$ cat config.mk
export PLATFORM = sky130hd
export DESIGN_NAME = display_scan_ctrl_flat
export DESIGN_NICKNAME = d
export VERILOG_FILES = /design/src/rtl/display_scan_if.sv /design/src/rtl/display_scan_ctrl.sv /design/src/flat_wrapper.sv
export SDC_FILE = /design/constraint.sdc
export NUM_CORES = 1
export LEC_CHECK = 0
export CORE_MARGIN = 1.5
export CORE_UTILIZATION = 45
export DETAILED_ROUTE_END_ITERATION = 10
export GPL_TIMING_DRIVEN = 0
export PLACE_DENSITY = 0.67
export SLEW_MARGIN = 25
export SYNTH_ARGS = -nofsm -noshare
export SYNTH_HDL_FRONTEND = slang
export SYNTH_SLANG_ARGS = --single-unit
$ cat constraint.sdc
create_clock -name clk -period 2.6 [get_ports clk]
set_clock_uncertainty 0.05 [all_clocks]
set_input_delay 0.26 -clock clk [delete_from_list [all_inputs] [get_ports clk]]
set_output_delay 0.26 -clock clk [all_outputs]
set_load 0.01 [all_outputs]
$ cat src/rtl/display_scan_if.sv
// Bundles the scan controller's control inputs and display-side outputs.
// master: the side that drives en/digit_en (system or bench).
// slave:  the scan controller itself.
interface display_scan_if;
  logic       en;
  logic [3:0] digit_en;
  logic [1:0] sel;
  logic [3:0] an_n;
  logic       blank;
  logic       tick;

  modport master (output en, output digit_en,
                  input  sel, input an_n, input blank, input tick);
  modport slave  (input  en, input digit_en,
                  output sel, output an_n, output blank, output tick);
endinterface

$ cat src/rtl/display_scan_ctrl.sv
// Time-multiplexed scan controller for a 4-digit display.
// Drives the nibble-mux select, active-low digit enables, a blank flag and an
// advance tick. Masked digits are skipped.
// Optional feature macro: SCAN_BLANK_EN inserts BLANK_CYCLES dark cycles after
// every digit advance (anti-ghosting). Default build has no BLANK state.
module display_scan_ctrl #(
  parameter int DIV_WIDTH    = 16,
  parameter int DIV_MAX      = 49999,
  parameter int BLANK_CYCLES = 4
) (
  input  logic           clk,
  input  logic           rst,
  display_scan_if.slave  bus
);

  localparam logic [1:0] S_IDLE  = 2'd0;
  localparam logic [1:0] S_SHOW  = 2'd1;
`ifdef SCAN_BLANK_EN
  localparam logic [1:0] S_BLANK = 2'd2;
  localparam logic [DIV_WIDTH-1:0] BLANK_LAST = DIV_WIDTH'(BLANK_CYCLES - 1);
`endif
  localparam logic [DIV_WIDTH-1:0] CNT_MAX = DIV_WIDTH'(DIV_MAX);

  logic [1:0]           state_q, state_d;
  logic [DIV_WIDTH-1:0] cnt_q, cnt_d;
  logic [1:0]           sel_q, sel_d;
  logic [3:0]           an_n_q, an_n_d;
  logic                 blank_q, blank_d;
  logic                 tick_q, tick_d;
  logic [1:0]           nxt_sel;

  // First enabled digit after cur in scan order; wraps back to cur itself.
  function automatic logic [1:0] next_enabled(input logic [1:0] cur,
                                              input logic [3:0] mask);
    logic [1:0] cand;
    logic       found;
    next_enabled = cur;
    found        = 1'b0;
    for (int k = 1; k < 4; k++) begin
      cand = cur + 2'(k);
      if (!found && mask[cand]) begin
        next_enabled = cand;
        found        = 1'b1;
      end
    end
  endfunction

  assign nxt_sel = next_enabled(sel_q, bus.digit_en);

  // Next-state logic; outputs are derived from the next state so they are registered.
  always_comb begin
    state_d = state_q;
    cnt_d   = cnt_q;
    sel_d   = sel_q;
    tick_d  = 1'b0;
    if (!bus.en || bus.digit_en == 4'b0000) begin
      state_d = S_IDLE;
      cnt_d   = '0;
    end else begin
      case (state_q)
        S_IDLE: begin
          state_d = S_SHOW;
          cnt_d   = '0;
          if (!bus.digit_en[sel_q]) sel_d = nxt_sel;
        end
        S_SHOW: begin
          // A digit masked off while lit is abandoned at once.
          if (!bus.digit_en[sel_q] || cnt_q == CNT_MAX) begin
            cnt_d  = '0;
            sel_d  = nxt_sel;
            tick_d = 1'b1;
`ifdef SCAN_BLANK_EN
            state_d = S_BLANK;
`endif
          end else begin
            cnt_d = cnt_q + 1'b1;
          end
        end
`ifdef SCAN_BLANK_EN
        S_BLANK: begin
          if (cnt_q == BLANK_LAST) begin
            state_d = S_SHOW;
            cnt_d   = '0;
            // The mask may have changed during the gap; never light a masked digit.
            if (!bus.digit_en[sel_q]) sel_d = nxt_sel;
          end else begin
            cnt_d = cnt_q + 1'b1;
          end
        end
`endif
        default: begin
          state_d = S_IDLE;
          cnt_d   = '0;
        end
      endcase
    end
    an_n_d  = (state_d == S_SHOW) ? ~(4'b0001 << sel_d) : 4'b1111;
    blank_d = (state_d != S_SHOW);
  end

  // State and output registers with synchronous reset.
  always_ff @(posedge clk) begin
    if (rst) begin
      state_q <= S_IDLE;
      cnt_q   <= '0;
      sel_q   <= 2'd0;
      an_n_q  <= 4'b1111;
      blank_q <= 1'b1;
      tick_q  <= 1'b0;
    end else begin
      state_q <= state_d;
      cnt_q   <= cnt_d;
      sel_q   <= sel_d;
      an_n_q  <= an_n_d;
      blank_q <= blank_d;
      tick_q  <= tick_d;
    end
  end

  assign bus.sel   = sel_q;
  assign bus.an_n  = an_n_q;
  assign bus.blank = blank_q;
  assign bus.tick  = tick_q;

endmodule

$ cat src/flat_wrapper.sv
// flat-port wrapper written by rule: the top's interface ports become plain ports
module display_scan_ctrl_flat 
#(
  parameter int DIV_WIDTH    = 16,
  parameter int DIV_MAX      = 49999,
  parameter int BLANK_CYCLES = 4
)
  (clk, rst, bus_en, bus_digit_en, bus_sel, bus_an_n, bus_blank, bus_tick);
  display_scan_if bus_i ();
  input  logic clk;
  input  logic rst;
  input wire logic [$bits(bus_i.en)-1:0] bus_en;
  input wire logic [$bits(bus_i.digit_en)-1:0] bus_digit_en;
  output wire logic [$bits(bus_i.sel)-1:0] bus_sel;
  output wire logic [$bits(bus_i.an_n)-1:0] bus_an_n;
  output wire logic [$bits(bus_i.blank)-1:0] bus_blank;
  output wire logic [$bits(bus_i.tick)-1:0] bus_tick;
  assign bus_i.en = bus_en;
  assign bus_i.digit_en = bus_digit_en;
  assign bus_sel = bus_i.sel;
  assign bus_an_n = bus_i.an_n;
  assign bus_blank = bus_i.blank;
  assign bus_tick = bus_i.tick;
  display_scan_ctrl #(.DIV_WIDTH(DIV_WIDTH), .DIV_MAX(DIV_MAX), .BLANK_CYCLES(BLANK_CYCLES)) u_core (.clk(clk), .rst(rst), .bus(bus_i));
endmodule
Yosys cells after proc, flatten, opt, wreduce, memory -nomap -nowiden

Index checks and enable logic that the tools add are counted.

Add/subtract/negate cells: 4
Order comparisons: 4
Eq/ne operators: 4
Shift operators: 1
Mux-type cells: 20
Bitwise operators: 3
Reductions and logical operators: 13

Operators with widths:

| operator                                                             | number |
|---|---|
| 16-bit by 1-bit adder with 16-bit output, second input constant      | 1 |
| 16-bit == test, second input constant                                | 1 |
| 2-bit two-way mux                                                    | 7 |
| 2-bit by 3-bit < comparator with 1-bit output, second input constant | 4 |
| 1-bit binary-select mux with 2-bit select                            | 4 |
| 2-bit one-hot mux with 2 select lines                                | 2 |
| 1-bit two-way mux                                                    | 7 |
| 2-bit adder, second input constant                                   | 2 |
| 2-bit by 1-bit == test with 1-bit output, second input constant      | 2 |
| 1-bit logical NOT                                                    | 4 |
| 4-bit logical NOT                                                    | 1 |
| 4-bit NOT                                                            | 1 |
| 4-bit OR reduction                                                   | 1 |
| 1-bit by 2-bit left shift with 4-bit output, first input constant    | 1 |
| 3-bit OR reduction                                                   | 1 |
| 2-bit by 1-bit adder with 2-bit output, second input constant        | 1 |
| 1-bit logical AND                                                    | 2 |
| 2-bit logical NOT                                                    | 1 |
| 1-bit logical OR                                                     | 2 |
| 2-bit by 1-bit != test with 1-bit output, second input constant      | 1 |
| 1-bit NOT                                                            | 2 |
| 2-bit OR reduction                                                   | 1 |

Register bits: 26
Input bits: 7
Output and inout bits: 8

Depth between registers and ports, before layout

Gate-level depths: netlist (run 1).

Depth in word-level cells: 15
Mapped depth: 7
Depth with buffers taken out: 6

Least setup slack after synthesis (run 1)

OpenSTA, ideal clock, no wires.

Kind: register -> register
Start: register u_core.cnt_q[7]
End: register u_core.an_n_q[3], in the netlist u_core.bus.an_n[3]
Library setup time: 0.127 ns
Arrival time: 1.819 ns
Required time: 2.423 ns
Path slack: 0.605 ns
Stages on the path, launching flop included: 6
Clock period less this slack: 1.995 ns
Cells stage by stage: dfxtp_1 > or4_4 > nor4_2 > a21boi_0 > mux2i_1 > or3_1

Longest elaborated chain between the ends: 7

RTL lines:

| element                                     | line                     | source |
|---|---|---|
| start, declared                             | display_scan_ctrl.sv:25  | `logic [DIV_WIDTH-1:0] cnt_q, cnt_d;` |
| start signal, assigned                      | display_scan_ctrl.sv:112 | `cnt_q <= cnt_d;` |
| 16-bit == test                              | display_scan_ctrl.sv:68  | `if (!bus.digit_en[sel_q] \|\| cnt_q == CNT_MAX) begin` |
| 1-bit logical OR                            | display_scan_ctrl.sv:68  |  |
| 2-bit two-way mux                           | display_scan_ctrl.sv:68  |  |
| 2-bit one-hot mux with 2 select lines       | display_scan_ctrl.sv:60  | `case (state_q)` |
| 2-bit two-way mux                           | display_scan_ctrl.sv:56  | `if (!bus.en \|\| bus.digit_en == 4'b0000) begin` |
| 1-bit by 2-bit left shift with 4-bit output | display_scan_ctrl.sv:97  | `an_n_d = (state_d == S_SHOW) ? ~(4'b0001 << sel_d) : 4'b1111;` |
| 4-bit NOT                                   | display_scan_ctrl.sv:97  |  |
| end signal, assigned                        | display_scan_ctrl.sv:114 | `an_n_q <= an_n_d;` |
| end, declared                               | display_scan_ctrl.sv:27  | `logic [3:0] an_n_q, an_n_d;` |

Every way passes these cells.
A chain may end at the register's enable or synchronous reset.

Worst setup path in the final report (run 1)

Same ends and word-level chain as after synthesis.

==> metrics, run 1 <==
layout cell share with drive strength beyond 1 between 10% and 20%; RSZ-0062 raised after global routing false; Residual DRC 0; Worst Reg-to-Reg Cells 5; fillcell total 221; hold violation total from the final report 0; WP buf/inv 0; crit path to u_core.bus.an_n[3]; largest net degree at the start of global routing 16; Slew Viols, Final 0; cell taking the most area after synthesis dfxtp_1; Worst setup startpoint u_core.cnt_q[7]; Avg Cell Area, Syn between 9 and 10 µm²; Finished Core Util a little under three fifths; CP peak stage delay 550 ps; Post-synth ARST share 0%; Ys Warns 0; Post-Layout Cell Count around 180; Post-synth EDFFs 0; Clock Path Buffers 2; Clk Latency, worst-skew pair around 320 ps; status finished, final reports clean; HP Class reg -> reg; final wirelength 2057 µm; syn nets between 100 and 150; top cell type's share of synthesized area approximately 44%; die footprint ~3000 µm²; Starting Density 47.65%; Multi-input gate area roughly 620 µm²; Max H-tree Level 1; Setup TNS 0 ps; ANT cells 0; # setup viols final 0; P&R area growth vs syn 19.33%; Area contributors post-synth dfxtp_1 (44%), nor2_1 (6.6%), xnor2_1 (5.9%); Die Span Y ~54 µm; RR Startpoint u_core.cnt_q[7]; crit path kind reg -> reg; DRT antenna net count 0; Avg Vias per Cell roughly 5.3; Placed Cells roughly 170; CTS tree yes; post-synthesis sequential area ratio 43.70%; Fmax around 0.46 GHz; Initial DRT Pass Iterations 4; Slew @ Worst Pin 570.7 ps; CP max-delay cell or4_4; Rel. slew slack approximately three fifths; Setup crit start kind register; GRT Total Usage 16.75%; worst endpoint required time around 2800 ps; gpl congestion 0.7819; final-stage net count about 160; Critical Path AT roughly 2300 ps; placement row count 18; core box area approximately 2500 µm²; crit-path cells or4_4, nor4_2, a21boi_0, mux2i_1, or3_1; initial antenna violation count 0; Crit path max-delay family simple AND/OR/NAND/NOR gates; clk slew on worst S/H paths around 150 ps; # Post-CTS Setup Buffers 0; FF+latch area 520.5 µm²; vias in the first global route between 800 and 900; total grt overflow 0; Yosys reg bits 26; worst vdd ir 0.0003116 V; Worst R2R End u_core.bus.an_n[3]; Pleak around 0.47 nW; Cell Area, Synth around 1200 µm²; Yosys cell types 40; hold path cells 1; hold buffer count at cts 0; Most used DFF post-synth dfxtp_1; Root Driver clkbuf_4; global-route wire length before repair 3650 µm; CTS Sinks 26; Top Ports 15; via count ~940; post-DP HPWL roughly 1600 µm; Port-buffer cells 14; critical path depth 5; Worst Setup End Kind register; die width 54.45 µm; Syn Inst Count approximately 130; fin crit share 83.26%; r2r setup slk ~440 ps; wire length per cell 11.62 µm; Worst Path Max Fanout 5; Min Clock Period, post-route approximately 2200 ps; CTS resizes 0; Detailed Route Iter0 Violations 21; Max Cap Violations 0; PwrDens ~530 nW/µm²; Num CTS Buffers 3
## flip-flops by register name (all words and copies together) (netlist names)
name              flops
u_core.cnt_q         16
u_core.bus.sel        2
u_core.bus.tick       1
u_core.bus.an_n       4
u_core.bus.blank      1
u_core.state_q        2
## metrics by stage
step	power, mW	instance area [µm²]	hold WS, ps	setup WS [ps]
3_5_place_dp	0.4806	1369	388.7	113.8
2_1_floorplan	0.4547	1191	279.1	604.5
3_3_place_gp	0.4799	1369	381.1	147.2
6_report	0.7492	1421	406.7	435.1
4_1_cts	0.7556	1421	410.0	425.2
5_1_grt	0.7787	1421	450.3	255.3
## per-layer routing
metal / GRT usage [%] / vias to the layer above / part of all wire [%]
li1: - / 487 / -
met1: 22.50 / 434 / 51
met2: 27.11 / 19 / 45
met3: 2.459 / 4 / 2.8
met4: 6.250 / 0 / 1.2
met5: 0 / - / 0
## power breakdown
part           internal, mW  switching [mW]
combinational        0.0346          0.0317
sequential            0.404         0.00231
clock                 0.156           0.121
## how the worst min path moves through the flow
stage	startpoint	to	slack (ps)
floorplan	rst	u_core.bus.sel[0]	280
global placement	u_core.cnt_q[0]	u_core.cnt_q[0]	380
detailed placement	u_core.cnt_q[0]	u_core.cnt_q[0]	390
CTS	u_core.cnt_q[0]	u_core.cnt_q[0]	410
global route	u_core.cnt_q[0]	u_core.cnt_q[0]	450
finish	u_core.cnt_q[0]	u_core.cnt_q[0]	410
## cells in the final DEF (no fill, tap or decap), types with 2 or more instances in the layout
cell             instances
xnor2_1                  8
and3_1                   3
xor2_1                   6
a21oi_1                  4
inv_1                    6
mux2i_1                  2
dfxtp_1                 26
clkbuf_4                 3
nand4_1                  2
nand3_1                  6
o21ai_0                  2
nor2_1                  21
nor2b_1                  3
nand2_1                  9
nand2b_1                 2
clkdlybuf4s50_1         14
nand3b_1                 2
nor3_1                   3
## cell type report
type                            count  share of cell area (%)
Clock buffer                        3                   1.585
Multi-Input combinational cell     94                   43.75
Inverter                            6                   1.585
Timing Repair Buffer               14                   9.859
Sequential cell                    26                   36.62
Buffer                              3                   1.849
Tap cell                           30                   2.641
Clock inverter                      1                   2.113
## synth_stat cells (2+ instances only)
| cell type | number |
|---|---|
| nand3b_1 | 2 |
| inv_1 | 6 |
| nand2b_1 | 2 |
| nand3_1 | 6 |
| nor2b_1 | 3 |
| a21oi_1 | 4 |
| nand2_1 | 9 |
| nor3_1 | 3 |
| o21ai_0 | 2 |
| dfxtp_1 | 26 |
| xnor2_1 | 8 |
| nand4_1 | 2 |
| nor2_1 | 21 |
| and3_1 | 3 |
| xor2_1 | 6 |
| mux2i_1 | 2 |
## cells by family after synthesis
family	share of synthesized area, %
AND/OR/NAND/NOR	26.05
flip-flops	43.70
AO/OA/AOI/OAI	10.92
XOR/XNOR	10.29
buffers and inverters	4.096
multiplexers	3.571
adder cells (fa/ha/maj)	1.050
other	0.3148
## worst register-to-register path, stage by stage, from the launching register on
cell,delay (ps)
dfxtp_1,390
or4_4,550
nor4_2,290
a21boi_0,260
mux2i_1,210
or3_1,320
No activity file was read; power rests on OpenSTA's default activity.
==> inputs of run 2 (changes only) <==
--- a/config.mk
+++ b/config.mk
@@ -9,7 +9,7 @@
 export CORE_UTILIZATION = 45
 export DETAILED_ROUTE_END_ITERATION = 10
 export GPL_TIMING_DRIVEN = 0
-export PLACE_DENSITY = 0.67
+export PLACE_DENSITY = 0.7
 export SLEW_MARGIN = 25
 export SYNTH_ARGS = -nofsm -noshare
 export SYNTH_HDL_FRONTEND = slang
==> constraint.sdc (replaced) <==
create_clock -name clk -period 1.74 [get_ports clk]
set_clock_uncertainty 0.05 [all_clocks]
set_input_delay 0.174 -clock clk [delete_from_list [all_inputs] [get_ports clk]]
set_output_delay 0.174 -clock clk [all_outputs]
set_load 0.01 [all_outputs]
==> metrics, run 2 (same netlist as run 1, synthesis figures left out) <==
status finished with violations; failing checks setup timing; via count around 1000; Worst Setup End Kind register; Top reg by flops u_core.cnt_q; Port-buffer cells 14; largest net degree at the start of global routing 15; CTS Sinks 26; HP Class in -> reg; PwrDens ~650 nW/µm²; Max Cap Violations 0; Critical Path AT between 2000 and 2500 ps; final-stage net count between 150 and 200; Switch Pwr roughly 0.23 mW; Fmax slightly below 0.5 GHz; DRT antenna net count 0; Detailed Route Iter0 Violations 18; Int Pwr around 0.8 mW; worst endpoint required time approximately 1900 ps; Clock Path Buffers 2; clk slew on worst S/H paths roughly 130 ps; Sw Ratio 22.49%; post-DP HPWL between 1500 and 2000 µm; final non-filler cell area roughly 1600 µm²; hold_ws around 420 ps; power share of the clock group 29.1%; layout cell share with drive strength beyond 1 between 30% and 40%; combinational power share 11.3%; core box area around 2500 µm²; crit path kind reg -> reg; dpl cell area about 1400 µm²; Top Ports 15; Crit path max-delay family simple AND/OR/NAND/NOR gates; Worst Path Max Fanout 5; hold path cells 2; initial antenna violation count 0; placement row count 18; hold violation total from the final report 0; worst vdd ir around 0.00057 V; die width approximately 54 µm; Num CTS Buffers 3; total grt overflow 0; most frequent cells in the layout dfxtp_1 (22), clkdlybuf4s50_1 (14), nor2_2 (13); RSZ-0062 raised after global routing true; final wirelength ~2500 µm; Setup crit start kind register; Seq pwr share 59.6%; # setup viols final 22; Starting Density a little under half; commonest non-fill, non-tap cell in the layout dfxtp_1; CP max-delay cell or4bb_4; Residual DRC 0; Min Clock Period, post-route 2054 ps; setup ws final -313.5 ps; global-route wire length before repair around 4400 µm; crit-path cells or4bb_4, nor4_4, o311ai_2, a2bb2oi_2, or3_1; Initial DRT Pass Iterations 4; Avg Vias per Cell 5.413; Pleak 0.5032 nW; GRT Total Usage about a fifth; Rel. slew slack 64.53%; WP buf/inv 0; fin crit share 118.0%; Worst Reg-to-Reg Cells 5; fillcell total between 200 and 250; P&R area growth vs syn 31.72%; wire length per cell roughly 14 µm; Max H-tree Level 1; ANT cells 0; Clk Latency, worst-skew pair between 300 and 400 ps; CP peak stage delay about 550 ps; vias in the first global route 981; Root Driver clkbuf_4; gpl congestion between 0.7 and 0.8; critical path depth 5; CTS tree yes; die footprint 2965 µm²; Slew Viols, Final 0; Die Span Y about 54 µm; Slew @ Worst Pin 527.2 ps; number of flip-flops in the largest register 16
-- run 2: worst paths after layout --
check                        start                 end  slack [ps]
hold reg to reg    u_core.cnt_q[0]     u_core.cnt_q[0]         420
setup / recovery  u_core.cnt_q[15]  u_core.bus.an_n[3]        -310
hold / removal                 rst   u_core.bus.sel[1]         420
setup reg to reg  u_core.cnt_q[15]  u_core.bus.an_n[3]        -310
-- run 2: per-stage QoR --
stage	util, %	total power, mW	setup TNS [ps]	worst slack (ps)	cells
floorplan	-	0.6809	-1882	-194.6	129
global placement	55.76	0.7193	-10780	-639.1	173
detailed placement	55.76	0.7210	-12070	-717.3	173
CTS	61.31	1.033	-5184	-301.8	185
global route	62.76	1.066	-5219	-415.7	184
finish	62.76	1.019	-3937	-313.5	184
-- run 2: worst register-to-register path: cells and delay by family (launching register included) --
kind	cells	cell delay, ps
compound gates	2	350
flops	1	350
simple gates	3	1200
-- run 2: final cells by class --
cell class | instances | area (µm²) | share of cell area, %
inverters | 6 | 26.28 | 1.675
flip-flops and latches | 26 | 525.5 | 33.49
multi-input cells | 94 | 703.2 | 44.82
plain buffers | 3 | 32.53 | 2.073
repair buffers | 21 | 207.7 | 13.24
clock buffers | 4 | 36.28 | 2.313
well taps | 30 | 37.54 | 2.392
-- run 2: repair_timing --
item,in CTS,in global routing
pin swaps,8,4
gates cloned,1,0
setup endpoints to repair,22,23
buffers inserted,7,1
hold buffers,0,0
resized for setup,13,17
-- run 2: power groups by stage --
stage / combinational (mW) / sequential (mW) / clock (mW)
5_1_grt: 0.128 / 0.609 / 0.330
2_1_floorplan: 0.0587 / 0.622 / 0
3_5_place_dp: 0.101 / 0.619 / 0
4_1_cts: 0.114 / 0.607 / 0.312
3_3_place_gp: 0.0999 / 0.619 / 0
6_report: 0.115 / 0.607 / 0.297
-- run 2: layer usage --
metal  vias to the layer above  global-route usage [%]  routed length, µm
li1                        497                       -                  -
met1                       476                   25.04               1091
met2                        19                   36.55               1312
met3                         4                   2.459                101
met4                         0                   8.750                 37
met5                         -                       0                  0
==> inputs of run 3 (changes only) <==
--- a/config.mk
+++ b/config.mk
@@ -5,12 +5,14 @@
 export SDC_FILE = /design/constraint.sdc
 export NUM_CORES = 1
 export LEC_CHECK = 0
+export CAP_MARGIN = 20
 export CORE_MARGIN = 1.5
 export CORE_UTILIZATION = 45
 export DETAILED_ROUTE_END_ITERATION = 10
+export GPL_ROUTABILITY_DRIVEN = 0
 export GPL_TIMING_DRIVEN = 0
 export PLACE_DENSITY = 0.7
-export SLEW_MARGIN = 25
+export SLEW_MARGIN = 20
 export SYNTH_ARGS = -nofsm -noshare
 export SYNTH_HDL_FRONTEND = slang
 export SYNTH_SLANG_ARGS = --single-unit
==> results of run 3 <==
Final layout, timing and power as in run 2 (identical DEF).
